File: config.mk
export PLATFORM = sky130hd
export DESIGN_NAME = wb_commit_queue
export DESIGN_NICKNAME = d
export VERILOG_FILES = /design/src/rtl/wb_pkg.sv /design/src/rtl/wb_pair_select.sv /design/src/rtl/wb_commit_queue.sv
export SDC_FILE = /design/constraint.sdc
export NUM_CORES = 1
export LEC_CHECK = 0
export ABC_CLOCK_PERIOD_IN_PS = 9750
export CORE_ASPECT_RATIO = 2
export CORE_MARGIN = 3
export CORE_UTILIZATION = 64
export CTS_CLUSTER_DIAMETER = 30
export CTS_CLUSTER_SIZE = 30
export DETAILED_ROUTE_END_ITERATION = 10
export PLACE_DENSITY = 0.91
export SYNTH_ARGS = -nofsm -noshare
export SYNTH_HDL_FRONTEND = slang
export SYNTH_SLANG_ARGS = --single-unit
File: constraint.sdc
create_clock -name clk -period 9.75 [get_ports clk]
set_clock_uncertainty 0.05 [all_clocks]
set_input_delay 1.95 -clock clk [delete_from_list [all_inputs] [get_ports clk]]
set_output_delay 1.95 -clock clk [all_outputs]
set_load 0.01 [all_outputs]
File: src/rtl/wb_pkg.sv
// Shared constants and entry type for the writeback commit queue.
package wb_pkg;

   localparam int WB_BITS  = 5;
   localparam int WB_WIDTH = 32;
   localparam int WB_DEPTH = 8;
   localparam int WB_PTR_W = $clog2(WB_DEPTH);

   typedef struct packed {
      logic [WB_BITS-1:0]  addr;
      logic [WB_WIDTH-1:0] data;
   } wb_entry_t;

endpackage

File: src/rtl/wb_pair_select.sv
// Maps the two oldest queue entries onto the register-file write ports.
// Build macro ZERO_REG_EN: entries addressed to register 0 never enable a port.
module wb_pair_select
   import wb_pkg::*;
#(
   parameter int BITS  = WB_BITS,
   parameter int WIDTH = WB_WIDTH
) (
   input  logic [BITS-1:0]  e0_addr,
   input  logic [WIDTH-1:0] e0_data,
   input  logic [BITS-1:0]  e1_addr,
   input  logic [WIDTH-1:0] e1_data,
   input  logic [1:0]       n_valid,
   output logic [BITS-1:0]  p1_addr,
   output logic [WIDTH-1:0] p1_data,
   output logic             p1_en,
   output logic [BITS-1:0]  p2_addr,
   output logic [WIDTH-1:0] p2_data,
   output logic             p2_en
);

`ifdef ZERO_REG_EN
   localparam bit ZERO_SKIP = 1'b1;
`else
   localparam bit ZERO_SKIP = 1'b0;
`endif

   logic collide;

   assign collide = (e0_addr == e1_addr);

   // port assignment with same-address merge (newer data wins on port 1)
   always_comb begin
      p1_addr = e0_addr;
      p1_data = e0_data;
      p2_addr = e1_addr;
      p2_data = e1_data;
      p1_en   = 1'b0;
      p2_en   = 1'b0;
      case (n_valid)
         2'd1: begin
            p1_en = 1'b1;
         end
         2'd2: begin
            if (collide) begin
               p1_data = e1_data;
               p1_en   = 1'b1;
            end else begin
               p1_en = 1'b1;
               p2_en = 1'b1;
            end
         end
         default: begin
            p1_en = 1'b0;
            p2_en = 1'b0;
         end
      endcase
      p1_en = p1_en && !(ZERO_SKIP && (p1_addr == BITS'(0)));
      p2_en = p2_en && !(ZERO_SKIP && (p2_addr == BITS'(0)));
   end

endmodule

File: src/rtl/wb_commit_queue.sv
// In-order writeback buffer feeding a two-write-port register file.
// Build macro ZERO_REG_EN (see wb_pair_select) suppresses writes to register 0.
module wb_commit_queue
   import wb_pkg::*;
#(
   parameter int BITS  = WB_BITS,
   parameter int WIDTH = WB_WIDTH,
   parameter int DEPTH = WB_DEPTH
) (
   input  logic                   clk,
   input  logic                   rst_n,
   input  logic                   in0_valid,
   input  logic [BITS-1:0]        in0_addr,
   input  logic [WIDTH-1:0]       in0_data,
   input  logic                   in1_valid,
   input  logic [BITS-1:0]        in1_addr,
   input  logic [WIDTH-1:0]       in1_data,
   output logic                   in_ready,
   input  logic                   wb_hold,
   input  logic                   flush,
   output logic [BITS-1:0]        wa1,
   output logic [BITS-1:0]        wa2,
   output logic [WIDTH-1:0]       wd1,
   output logic [WIDTH-1:0]       wd2,
   output logic                   w1_en,
   output logic                   w2_en,
   output logic [$clog2(DEPTH):0] count,
   output logic                   full,
   output logic                   empty
);

   localparam int PW = $clog2(DEPTH);
   localparam int CW = PW + 1;

   logic [BITS-1:0]  mem_addr_q [DEPTH];
   logic [BITS-1:0]  mem_addr_d [DEPTH];
   logic [WIDTH-1:0] mem_data_q [DEPTH];
   logic [WIDTH-1:0] mem_data_d [DEPTH];
   logic [PW-1:0]    head_q, head_d, tail_q, tail_d, head_p1, slot1;
   logic [CW-1:0]    count_q, count_d;
   logic             acc0, acc1;
   logic [1:0]       n_pop;

   logic [BITS-1:0]  sel_addr1, sel_addr2;
   logic [WIDTH-1:0] sel_data1, sel_data2;
   logic             sel_en1, sel_en2;

   logic [BITS-1:0]  wa1_q, wa1_d, wa2_q, wa2_d;
   logic [WIDTH-1:0] wd1_q, wd1_d, wd2_q, wd2_d;
   logic             w1_en_q, w1_en_d, w2_en_q, w2_en_d;

   // Only registered occupancy feeds the ready decision.
   assign in_ready = (count_q <= CW'(DEPTH - 2));
   assign head_p1  = head_q + PW'(1);

   wb_pair_select #(.BITS(BITS), .WIDTH(WIDTH)) u_sel (
      .e0_addr (mem_addr_q[head_q]),
      .e0_data (mem_data_q[head_q]),
      .e1_addr (mem_addr_q[head_p1]),
      .e1_data (mem_data_q[head_p1]),
      .n_valid (n_pop),
      .p1_addr (sel_addr1),
      .p1_data (sel_data1),
      .p1_en   (sel_en1),
      .p2_addr (sel_addr2),
      .p2_data (sel_data2),
      .p2_en   (sel_en2)
   );

   // accept/pop decisions, pointer and occupancy update, output port staging
   always_comb begin
      acc0 = in0_valid && in_ready && !flush;
      acc1 = in1_valid && in_ready && !flush;
      if (flush || wb_hold || (count_q == CW'(0))) begin
         n_pop = 2'd0;
      end else if (count_q >= CW'(2)) begin
         n_pop = 2'd2;
      end else begin
         n_pop = 2'd1;
      end
      slot1 = tail_q + PW'(acc0);
      if (flush) begin
         head_d  = PW'(0);
         tail_d  = PW'(0);
         count_d = CW'(0);
      end else begin
         head_d  = head_q + PW'(n_pop);
         tail_d  = tail_q + PW'(acc0) + PW'(acc1);
         count_d = count_q + CW'(acc0) + CW'(acc1) - CW'(n_pop);
      end
      for (int i = 0; i < DEPTH; i++) begin
         mem_addr_d[i] = (acc0 && (tail_q == PW'(i))) ? in0_addr :
                         (acc1 && (slot1 == PW'(i)))  ? in1_addr : mem_addr_q[i];
         mem_data_d[i] = (acc0 && (tail_q == PW'(i))) ? in0_data :
                         (acc1 && (slot1 == PW'(i)))  ? in1_data : mem_data_q[i];
      end
      w1_en_d = sel_en1;
      w2_en_d = sel_en2;
      wa1_d   = sel_en1 ? sel_addr1 : wa1_q;
      wd1_d   = sel_en1 ? sel_data1 : wd1_q;
      wa2_d   = sel_en2 ? sel_addr2 : wa2_q;
      wd2_d   = sel_en2 ? sel_data2 : wd2_q;
   end

   // control state and output registers
   always_ff @(posedge clk) begin
      if (!rst_n) begin
         head_q  <= PW'(0);
         tail_q  <= PW'(0);
         count_q <= CW'(0);
         w1_en_q <= 1'b0;
         w2_en_q <= 1'b0;
         wa1_q   <= BITS'(0);
         wa2_q   <= BITS'(0);
         wd1_q   <= WIDTH'(0);
         wd2_q   <= WIDTH'(0);
      end else begin
         head_q  <= head_d;
         tail_q  <= tail_d;
         count_q <= count_d;
         w1_en_q <= w1_en_d;
         w2_en_q <= w2_en_d;
         wa1_q   <= wa1_d;
         wa2_q   <= wa2_d;
         wd1_q   <= wd1_d;
         wd2_q   <= wd2_d;
      end
   end

   // entry storage; contents are don't-care until written
   always_ff @(posedge clk) begin
      mem_addr_q <= mem_addr_d;
      mem_data_q <= mem_data_d;
   end

   assign wa1   = wa1_q;
   assign wa2   = wa2_q;
   assign wd1   = wd1_q;
   assign wd2   = wd2_q;
   assign w1_en = w1_en_q;
   assign w2_en = w2_en_q;
   assign count = count_q;
   assign full  = (count_q == CW'(DEPTH));
   assign empty = (count_q == CW'(0));

endmodule
==> results of run 1 <==
[flip-flops by register name, summed over array words and instances, names as in the netlist]
register    cells
wd1            32
mem_data_q    256
wa2             5
wa1             5
w1_en           1
mem_addr_q     40
w2_en           1
tail_q          3
wd2            32
count           4
head_q          3
[worst min-delay path, stage by stage (launching register included)]
cell	delay, ps
dfxtp_1	310
nand2_1	50
o21ai_1	50
[through the flow]
step | power (uW) | std cells
2_1_floorplan | 2200 | 1478
3_3_place_gp | 2390 | 1974
3_5_place_dp | 2410 | 1974
5_1_grt | 4170 | 2055
6_report | 4070 | 2055
4_1_cts | 4070 | 2051
[final timing paths]
| kind | endpoint | slack [ps] | depth (start not counted) |
|---|---|---|---|
| min reg2reg | wd2[31]$_SDFFE_PN0P_ | 400 | 2 |
| max reg2reg | wd2[22]$_SDFFE_PN0P_ | 4010 | 10 |
| min | wd2[31]$_SDFFE_PN0P_ | 400 | 2 |
| max | wd2[22]$_SDFFE_PN0P_ | 4010 | 10 |
[routing by layer]
layer,vias up,routed length (um)
li1,6043,-
met2,1073,30800
met1,7252,18800
met5,-,0
met3,347,5500
met4,0,4640
[Yosys cell counts (2+ instances only)]
cell	count
xor2_1	5
nor3_1	4
nand3_1	55
o21ai_1	8
o311ai_1	10
o21ai_0	44
and2_1	9
o31ai_1	2
o311ai_0	5
a22oi_1	4
dfxtp_1	86
inv_1	10
buf_2	19
nor2b_1	2
and3_1	2
mux4_2	149
nand2_1	167
a311oi_1	5
nor3b_1	2
buf_6	2
nor2_1	18
o21bai_1	2
mux2_2	296
xnor2_1	22
or2_2	3
a21oi_1	50
nand2b_1	19
buf_1	18
clkbuf_1	80
buf_4	2
mux2i_1	16
nand4_1	5
a31oi_1	17
ha_1	13
fa_1	3
o211a_1	20
edfxtp_1	296
[layout make-up]
cell class | instances | share of cell area (%)
clock buffers | 45 | 4.49
well taps | 423 | 2.18
diodes | 4 | 0.0411
clock inverters | 32 | 1.55
inverters | 10 | 0.154
repair buffers | 194 | 7.63
flip-flops and latches | 382 | 43.6
multi-input cells | 965 | 40.3
[logic make-up after synthesis]
kind of cell    Yosys count
mux                     461
flops                   382
simple gates            292
compound gates          169
buf+inv                 131
xor+xnor                 27
fa+ha+maj                16
[where the power goes]
| part | internal [uW] | total, uW | switching [uW] |
|---|---|---|---|
| Sequential | 1820 | 1860 | 43.7 |
| Clock | 920 | 1680 | 756 |
| Combinational | 258 | 528 | 270 |
==> impl_metrics.csv, run 1 <==
group,metric,value,unit
status,outcome,"finished clean",
setup_path,crit_path_frequent_cell,"buf_4",
sta,worst_hold_slack,399,ps
cts,cts-root-buf,"clkbuf_16",
drt,vias_per_cell,7.16,
global_routing,grt_pass1_vias,15891,
final_layout,multi_input_area,9810,um2
sta,setup-tns-final,0,ps
sta,period_minus_slack,5740,ps
final_layout,fillers,1834,
drt,routedWlPerCell,29.1,um
place,dp_hpwl,34.8,mm
setup_path,required,10090,ps
final_layout,nets,1691,
synthesis,yosys_most_used_dff,"edfxtp_1",
synthesis,ys_ff_latch,382,
synthesis,ys_seq_area_share,50.9,%
drt,route.detailed.drc,0,
power,powerDensity,167,nW/um2
global_routing,grt_start_max_net_pins,90,
global_routing,gr-max-usage-layer,"met2",
setup_path,startpoint,"head_q[0]$_SDFF_PP0_",
setup_path,crit_path_end_kind,"flop",
final_layout,postLayoutCellArea,24300,um2
final_layout,layout_common_cells,"mux2_2, edfxtp_1, nand2_1",
floorplanning,pin_count,163,
synthesis,synth_top_family_by_area,"multiplexers",
drt,first_pass_iters,5,
setup_path,arrival,6070,ps
floorplanning,dieArea,34900,um2
synthesis,async_flop_share,0,%
cts,cts_tree,"yes",
sta,fmax,174,MHz
cts,htreeDepth,2,
floorplanning,die_height,261,um
run,cap_viol_max_count,0,
setup_path,critPathMaxStageDelay,910,ps
floorplanning,core,31800,um2
sta,rsz0062_at_grt,"no",
synthesis,synthAdderAreaFrac,1.07,%
worst_hold_path,hold_start,"wd2[31]$_SDFFE_PN0P_",
synthesis,synth_compound_area_share,5.15,%
sta,max_slew.worst_pin.slew,1040,ps
synthesis,synthSimpleGateAreaFrac,6.26,%
global_routing,antenna_found_initial,4,
sta,hold_viol_final,0,
cts,clk_latency,560,ps
synthesis,syn_area,20800,um2
global_routing,grt.total_usage,34.7,%
cts,post_cts_buffers,0,
synthesis,muxShareOfSynthArea,32.9,%
sta,slew_violations,0,
sta,finalSetupViolations,0,
power,leakage,0.00804,uW
global_routing,use_met2,59.3,%
global_routing,grt.overflow.total,0,
sta,final.period_utilization,58.8,%
synthesis,ys_warn_count,0,
synthesis,yosysUniqueCellTypes,45,
cts,cts_buffer_depth,3,
drt,drtAntennaViolNets,0,
final_layout,seqCellArea,10600,um2
drt,drt_iter0_drc,1777,
synthesis,yosysTopAreaCell,"edfxtp_1",
drt,vias,14715,
power,ir_worst_vdd,0.172,mV
synthesis,syn_inst,1478,
drt,wl,59.8,mm
global_routing,grt_pass1_wl,91.7,mm
floorplanning,die-width,134,um
setup_path,path_cells,"ha_4 -> buf_4 -> mux4_2 -> xnor2_1 -> a22oi_1 -> nand3_1 -> nand4_4 -> buf_4 -> and2_2 -> o21ai_0",
final_layout,syn2layout_area_growth,16.8,%
final_layout,fin_util,76.6,%
setup_path,path_class,"flop to flop",
final_layout,drive_gt1_share,35.7,%
cts,numCtsBuffers,42,
synthesis,syn_area_per_cell,14.1,um2
setup_path,reg2reg_from,"head_q[0]$_SDFF_PP0_",
place,routabilityCongestion,0.909,
setup_path,crit_family,"buffers and inverters",
cts,cts_hold_buffers,0,
setup_path,slowest_stage,"and2_2",
synthesis,synth_fp_nets,1574,
synthesis,ys_top_cells_by_area,"edfxtp_1, mux4_2, mux2_2",
worst_hold_path,hp-class,"flop to flop",
global_routing,gr-usage-met3,6.44,%
global_routing,globalRouteMet1Util,38.9,%
place,placed_area,22900,um2
synthesis,synth_edf_count,296,
synthesis,synth_xor_area_share,1.14,%
setup_path,startpoint_type,"flop",
cts,clkTransAtPathRegs,70,ps
setup_path,worstPathMaxFanout,89,
setup_path,critPathBufInv,2,
sta,slew-limit-headroom,30.9,%
floorplanning,initial_core_util,65.6,%
cts,cts_sinks,382,
floorplanning,rows,92,
place,io_buffers,162,
sta,worst_slack,4010,ps
synthesis,synth_top_area_share,42.7,%
place,place_ws,4180,ps
cts,cts_resized,0,
(Power assumes the default switching activity.)
==> run 2, diff against run 1 <==
- ABC_CLOCK_PERIOD_IN_PS: 9750 -> 5300
- CORE_UTILIZATION: 64 -> 59
- PLACE_DENSITY: 0.91 -> 0.86
- clock period: 9.75 -> 5.3 ns (I/O delays scaled with it)
==> run 2 against run 1 <==
  * Combinational power is 89% higher
  * Final area up 0.36%
  * Cell count rose by 1.2%
  * Via count decreased by 0.63%
  * Core utilization down 6.0 points
  * Critical path type unchanged
  * Largest power group unchanged
  * Highest routed layer unchanged
==> impl_metrics.csv, run 2 (synthesis gave the netlist of run 1 again) <==
group,metric,value,unit
cts,cts_resized,0,
final_layout,drive_gt1_share,35.9,%
final_layout,largestRegisters,"mem_data_q (256), mem_addr_q (40)",
floorplanning,initial_core_util,60.2,%
sta,max_slew.worst_pin.slew,1080,ps
cts,cts-root-buf,"clkbuf_16",
drt,route.detailed.drc,0,
sta,period_minus_slack,4250,ps
setup_path,required,5630,ps
final_layout,postLayoutCellArea,24400,um2
cts,cts_hold_buffers,0,
cts,clk_latency,570,ps
cts,clkTransAtPathRegs,60,ps
sta,setup-tns-final,0,ps
cts,cts_sinks,382,
setup_path,path_class,"flop to flop",
final_layout,fillers,2262,
setup_path,worstPathMaxFanout,37,
final_layout,registers.top_by_ff_count,"mem_data_q",
power,p_total,7470,uW
place,dp_hpwl,38.1,mm
sta,hold_viol_final,0,
worst_hold_path,holdPathStages,2,
power,powerDensity,306,nW/um2
drt,first_pass_iters,5,
setup_path,crit_path_end_kind,"flop",
power,ir_worst_vdd,0.306,mV
place,placed_area,22900,um2
floorplanning,die_height,272,um
floorplanning,core,34600,um2
drt,drt_iter0_drc,1467,
power,combPwrFrac,13.3,%
global_routing,grt_pass1_vias,16023,
global_routing,antenna_found_initial,2,
sta,final.period_utilization,80.2,%
floorplanning,rows,96,
setup_path,startpoint_type,"flop",
floorplanning,pin_count,163,
final_layout,fin_cells,2079,
floorplanning,dieArea,37700,um2
worst_hold_path,hp-class,"flop to flop",
final_layout,largest_reg_flops,256,
global_routing,grt.total_usage,32.2,%
cts,post_cts_buffers,0,
sta,slew_violations,0,
cts,cts_buffer_depth,3,
final_layout,fin_util,70.6,%
final_layout,nets,1698,
power,share_seq_of_total_power,45.7,%
power,p_sw_share,25.4,%
place,io_buffers,162,
cts,cts_tree,"yes",
power,leakage,0.00808,uW
final_layout,syn2layout_area_growth,17.2,%
run,cap_viol_max_count,0,
sta,finalSetupViolations,0,
cts,htreeDepth,2,
cts,numCtsBuffers,42,
global_routing,grt_start_max_net_pins,62,
floorplanning,die-width,139,um
drt,wl,61.0,mm
drt,routedWlPerCell,29.3,um
global_routing,grt_pass1_wl,92.8,mm
setup_path,arrival,4580,ps
drt,drtAntennaViolNets,0,
status,outcome,"finished clean",
setup_path,rr_worst_depth,9,
global_routing,grt.overflow.total,0,
final_layout,layout_common_cells,"mux2_2, edfxtp_1, nand2_1",
sta,fmax,235,MHz
place,routabilityCongestion,0.944,
power,p_clk_share,40.9,%
power,p_switching,1900,uW
sta,slew-limit-headroom,28.0,%
drt,vias_per_cell,7.03,
place,dpl.cell_count,1999,
power,p_int,5570,uW
sta,rsz0062_at_grt,"no",
drt,vias,14622,
## run 2: cell types whose count changed in the layout (fill, tap and decap cells not counted), moves of 2 or more
cell / change
inv_8: -9
diode_2: -2
buf_4: +6
clkbuf_16: +2
clkinv_4: +3
inv_12: -2
clkbuf_1: +2
clkinv_2: +3
## run 2: worst max-delay path: stages (launching register included)
cell	delay (ps)
dfxtp_4	430
ha_4	610
buf_4	510
mux4_2	620
xnor2_1	150
a22oi_1	190
nand3_1	160
nand4_4	270
and2_2	800
o21ai_0	260
## run 2: final cells by class
class	count	area (um2)	area share [%]
repair buffers	201	1920	7.87
clock buffers	48	1140	4.66
multi-input cells	965	9810	40.2
diodes	2	5.00	0.0205
inverters	10	37.5	0.154
well taps	441	552	2.26
clock inverters	30	339	1.39
flip-flops and latches	382	10600	43.5
## run 2: final timing paths
check | endpoint | from | slack [ps]
setup / recovery | wd2[27]$_SDFFE_PN0P_ | head_q[0]$_SDFF_PP0_ | 1050
setup reg to reg | wd2[27]$_SDFFE_PN0P_ | head_q[0]$_SDFF_PP0_ | 1050
hold / removal | wd2[31]$_SDFFE_PN0P_ | wd2[31]$_SDFFE_PN0P_ | 400
hold reg to reg | wd2[31]$_SDFFE_PN0P_ | wd2[31]$_SDFFE_PN0P_ | 400
## run 2: metal layers
layer	GRT usage (%)	up-vias	routed length [um]
li1	-	6040	-
met1	33.7	7238	18700
met2	59.4	1039	33100
met3	5.06	305	4970
met4	20.4	0	4270
met5	0	-	0
## run 2: power groups by stage
stage | registers, uW | logic, uW | clock network [uW]
2_1_floorplan | 3470 | 582 | 0
3_3_place_gp | 3470 | 942 | 0
3_5_place_dp | 3480 | 971 | 0
4_1_cts | 3420 | 983 | 3080
5_1_grt | 3430 | 1050 | 3200
6_report | 3420 | 996 | 3060
## run 2: metrics by stage
stage / hold slack (ps) / setup slack [ps]
final: 400 / 1050
after global routing: 427 / 843
after CTS: 402 / 1050
after detailed placement: 394 / 992
after global placement: 390 / 1070
after floorplan: 423 / 23.9
==> run 3, diff against run 2 <==
- ABC_CLOCK_PERIOD_IN_PS: 5300 -> 4100
- clock period: 5.3 -> 4.1 ns (I/O delays scaled with it)
==> run 3 against run 2 <==
  * Largest power group unchanged
  * Largest cell class unchanged
  * Sequential cell count unchanged
  * Final area up 1.6%
  * Highest routed layer unchanged
  * Sequential share of layout area down 0.69 points
  * Total power up 32%
==> impl_metrics.csv, run 3 (synthesis gave the netlist of run 1 again) <==
group,metric,value,unit
sta,max_slew.worst_pin.slew,897,ps
cts,cts_hold_buffers,0,
final_layout,layout_common_cells,"mux2_2, edfxtp_1, nand2_1",
cts,post_cts_buffers,0,
sta,final.period_utilization,91.4,%
global_routing,grt.total_usage,30.8,%
global_routing,antenna_found_initial,2,
sta,hold_viol_final,0,
power,ir_worst_vdd,0.378,mV
final_layout,fillers,2183,
drt,vias,14577,
sta,period_minus_slack,3750,ps
power,leakage,0.00826,uW
global_routing,grt_pass1_wl,89.4,mm
final_layout,largestRegisters,"mem_data_q (256), mem_addr_q (40)",
cts,clkTransAtPathRegs,70,ps
sta,slew-limit-headroom,40.2,%
final_layout,syn2layout_area_growth,19.1,%
drt,drt_iter0_drc,1515,
final_layout,fin_cells,2096,
power,powerDensity,399,nW/um2
sta,fmax,267,MHz
global_routing,grt_start_max_net_pins,73,
floorplanning,die_height,272,um
floorplanning,dieArea,37700,um2
floorplanning,initial_core_util,60.2,%
sta,finalSetupViolations,0,
final_layout,drive_gt1_share,36.7,%
sta,rsz0062_at_grt,"no",
sta,worst_hold_slack,402,ps
setup_path,worstPathMaxFanout,21,
worst_hold_path,hp-class,"flop to flop",
setup_path,startpoint_type,"flop",
floorplanning,die-width,139,um
setup_path,required,4480,ps
setup_path,path_class,"flop to flop",
cts,cts_resized,0,
cts,numCtsBuffers,44,
global_routing,grt_pass1_vias,15621,
run,cap_viol_max_count,0,
cts,cts-root-buf,"clkbuf_16",
global_routing,grt.overflow.total,0,
drt,vias_per_cell,6.95,
place,dp_hpwl,37.6,mm
final_layout,largest_reg_flops,256,
drt,drtAntennaViolNets,0,
cts,cts_buffer_depth,3,
cts,htreeDepth,2,
floorplanning,rows,96,
cts,clk_latency,570,ps
floorplanning,pin_count,163,
drt,routedWlPerCell,28.3,um
sta,slew_violations,0,
cts,cts_tree,"yes",
drt,first_pass_iters,5,
setup_path,arrival,4130,ps
place,routabilityCongestion,0.892,
status,outcome,"finished clean",
cts,cts_sinks,382,
setup_path,crit_path_end_kind,"flop",
place,dpl.cell_count,2014,
final_layout,registers.top_by_ff_count,"mem_data_q",
drt,wl,59.3,mm
drt,route.detailed.drc,0,
floorplanning,core,34600,um2
final_layout,nets,1715,
power,p_total,9890,uW
place,io_buffers,162,
==> run 3: changes by cell type in the layout (fill, tap and decap cells not counted), sizes merged <==
cell	delta
clkbuf	-2
clkinvlp	+1
inv	+9
buf	+15
bufinv	-1
clkinv	-5
==> run 3: final timing paths <==
kind | startpoint | end | slack (ps) | depth (start not counted)
hold reg to reg | wd2[13]$_SDFFE_PN0P_ | wd2[13]$_SDFFE_PN0P_ | 400 | 2
hold / removal | wd2[13]$_SDFFE_PN0P_ | wd2[13]$_SDFFE_PN0P_ | 400 | 2
setup / recovery | head_q[0]$_SDFF_PP0_ | wd1[0]$_SDFFE_PN0P_ | 350 | 9
setup reg to reg | head_q[0]$_SDFF_PP0_ | wd1[0]$_SDFFE_PN0P_ | 350 | 9
==> run 3: final cells by class <==
cell class | instances | area [um2] | share of cell area [%]
Sequential cell | 382 | 10600 | 42.8
Clock buffer | 46 | 1130 | 4.55
Clock inverter | 34 | 450 | 1.82
Tap cell | 441 | 552 | 2.22
Antenna cell | 2 | 5.00 | 0.0202
Multi-Input combinational cell | 965 | 9810 | 39.5
Timing Repair Buffer | 216 | 2210 | 8.91
Inverter | 10 | 37.5 | 0.151
==> run 3: per-layer routing <==
| metal | track usage [%] | up-vias | wire length [um] |
|---|---|---|---|
| met5 | 0 | - | 0 |
| met4 | 19.1 | 0 | 3770 |
| met3 | 5.18 | 264 | 5350 |
| met2 | 55.2 | 1001 | 31400 |
| met1 | 33.8 | 7229 | 18800 |
| li1 | - | 6083 | - |
==> run 3: metrics by stage <==
step           instance area [um2]  setup TNS (ps)  worst slack [ps]  utilization [%]
3_3_place_gp                 23200               0               491             67.1
2_1_floorplan                20900          -17810              -187                -
3_5_place_dp                 23200               0               379             67.1
5_1_grt                      24800               0               225             71.7
6_report                     24800               0               352             71.7
4_1_cts                      24800               0               355             71.7
==> run 3: power breakdown <==
group	leakage, uW	switching, uW	internal [uW]	total (uW)
clock network	0.000759	1900	2300	4200
logic	0.00412	647	637	1280
registers	0.00338	84.3	4320	4410
==> run 3: critical path: stages (launching register included) <==
cell,delay [ps]
dfxtp_4,400
ha_4,350
buf_4,340
mux4_2,600
xnor2_1,180
a22oi_1,120
a31oi_2,300
nand4_4,400
or2_4,490
o311ai_0,390
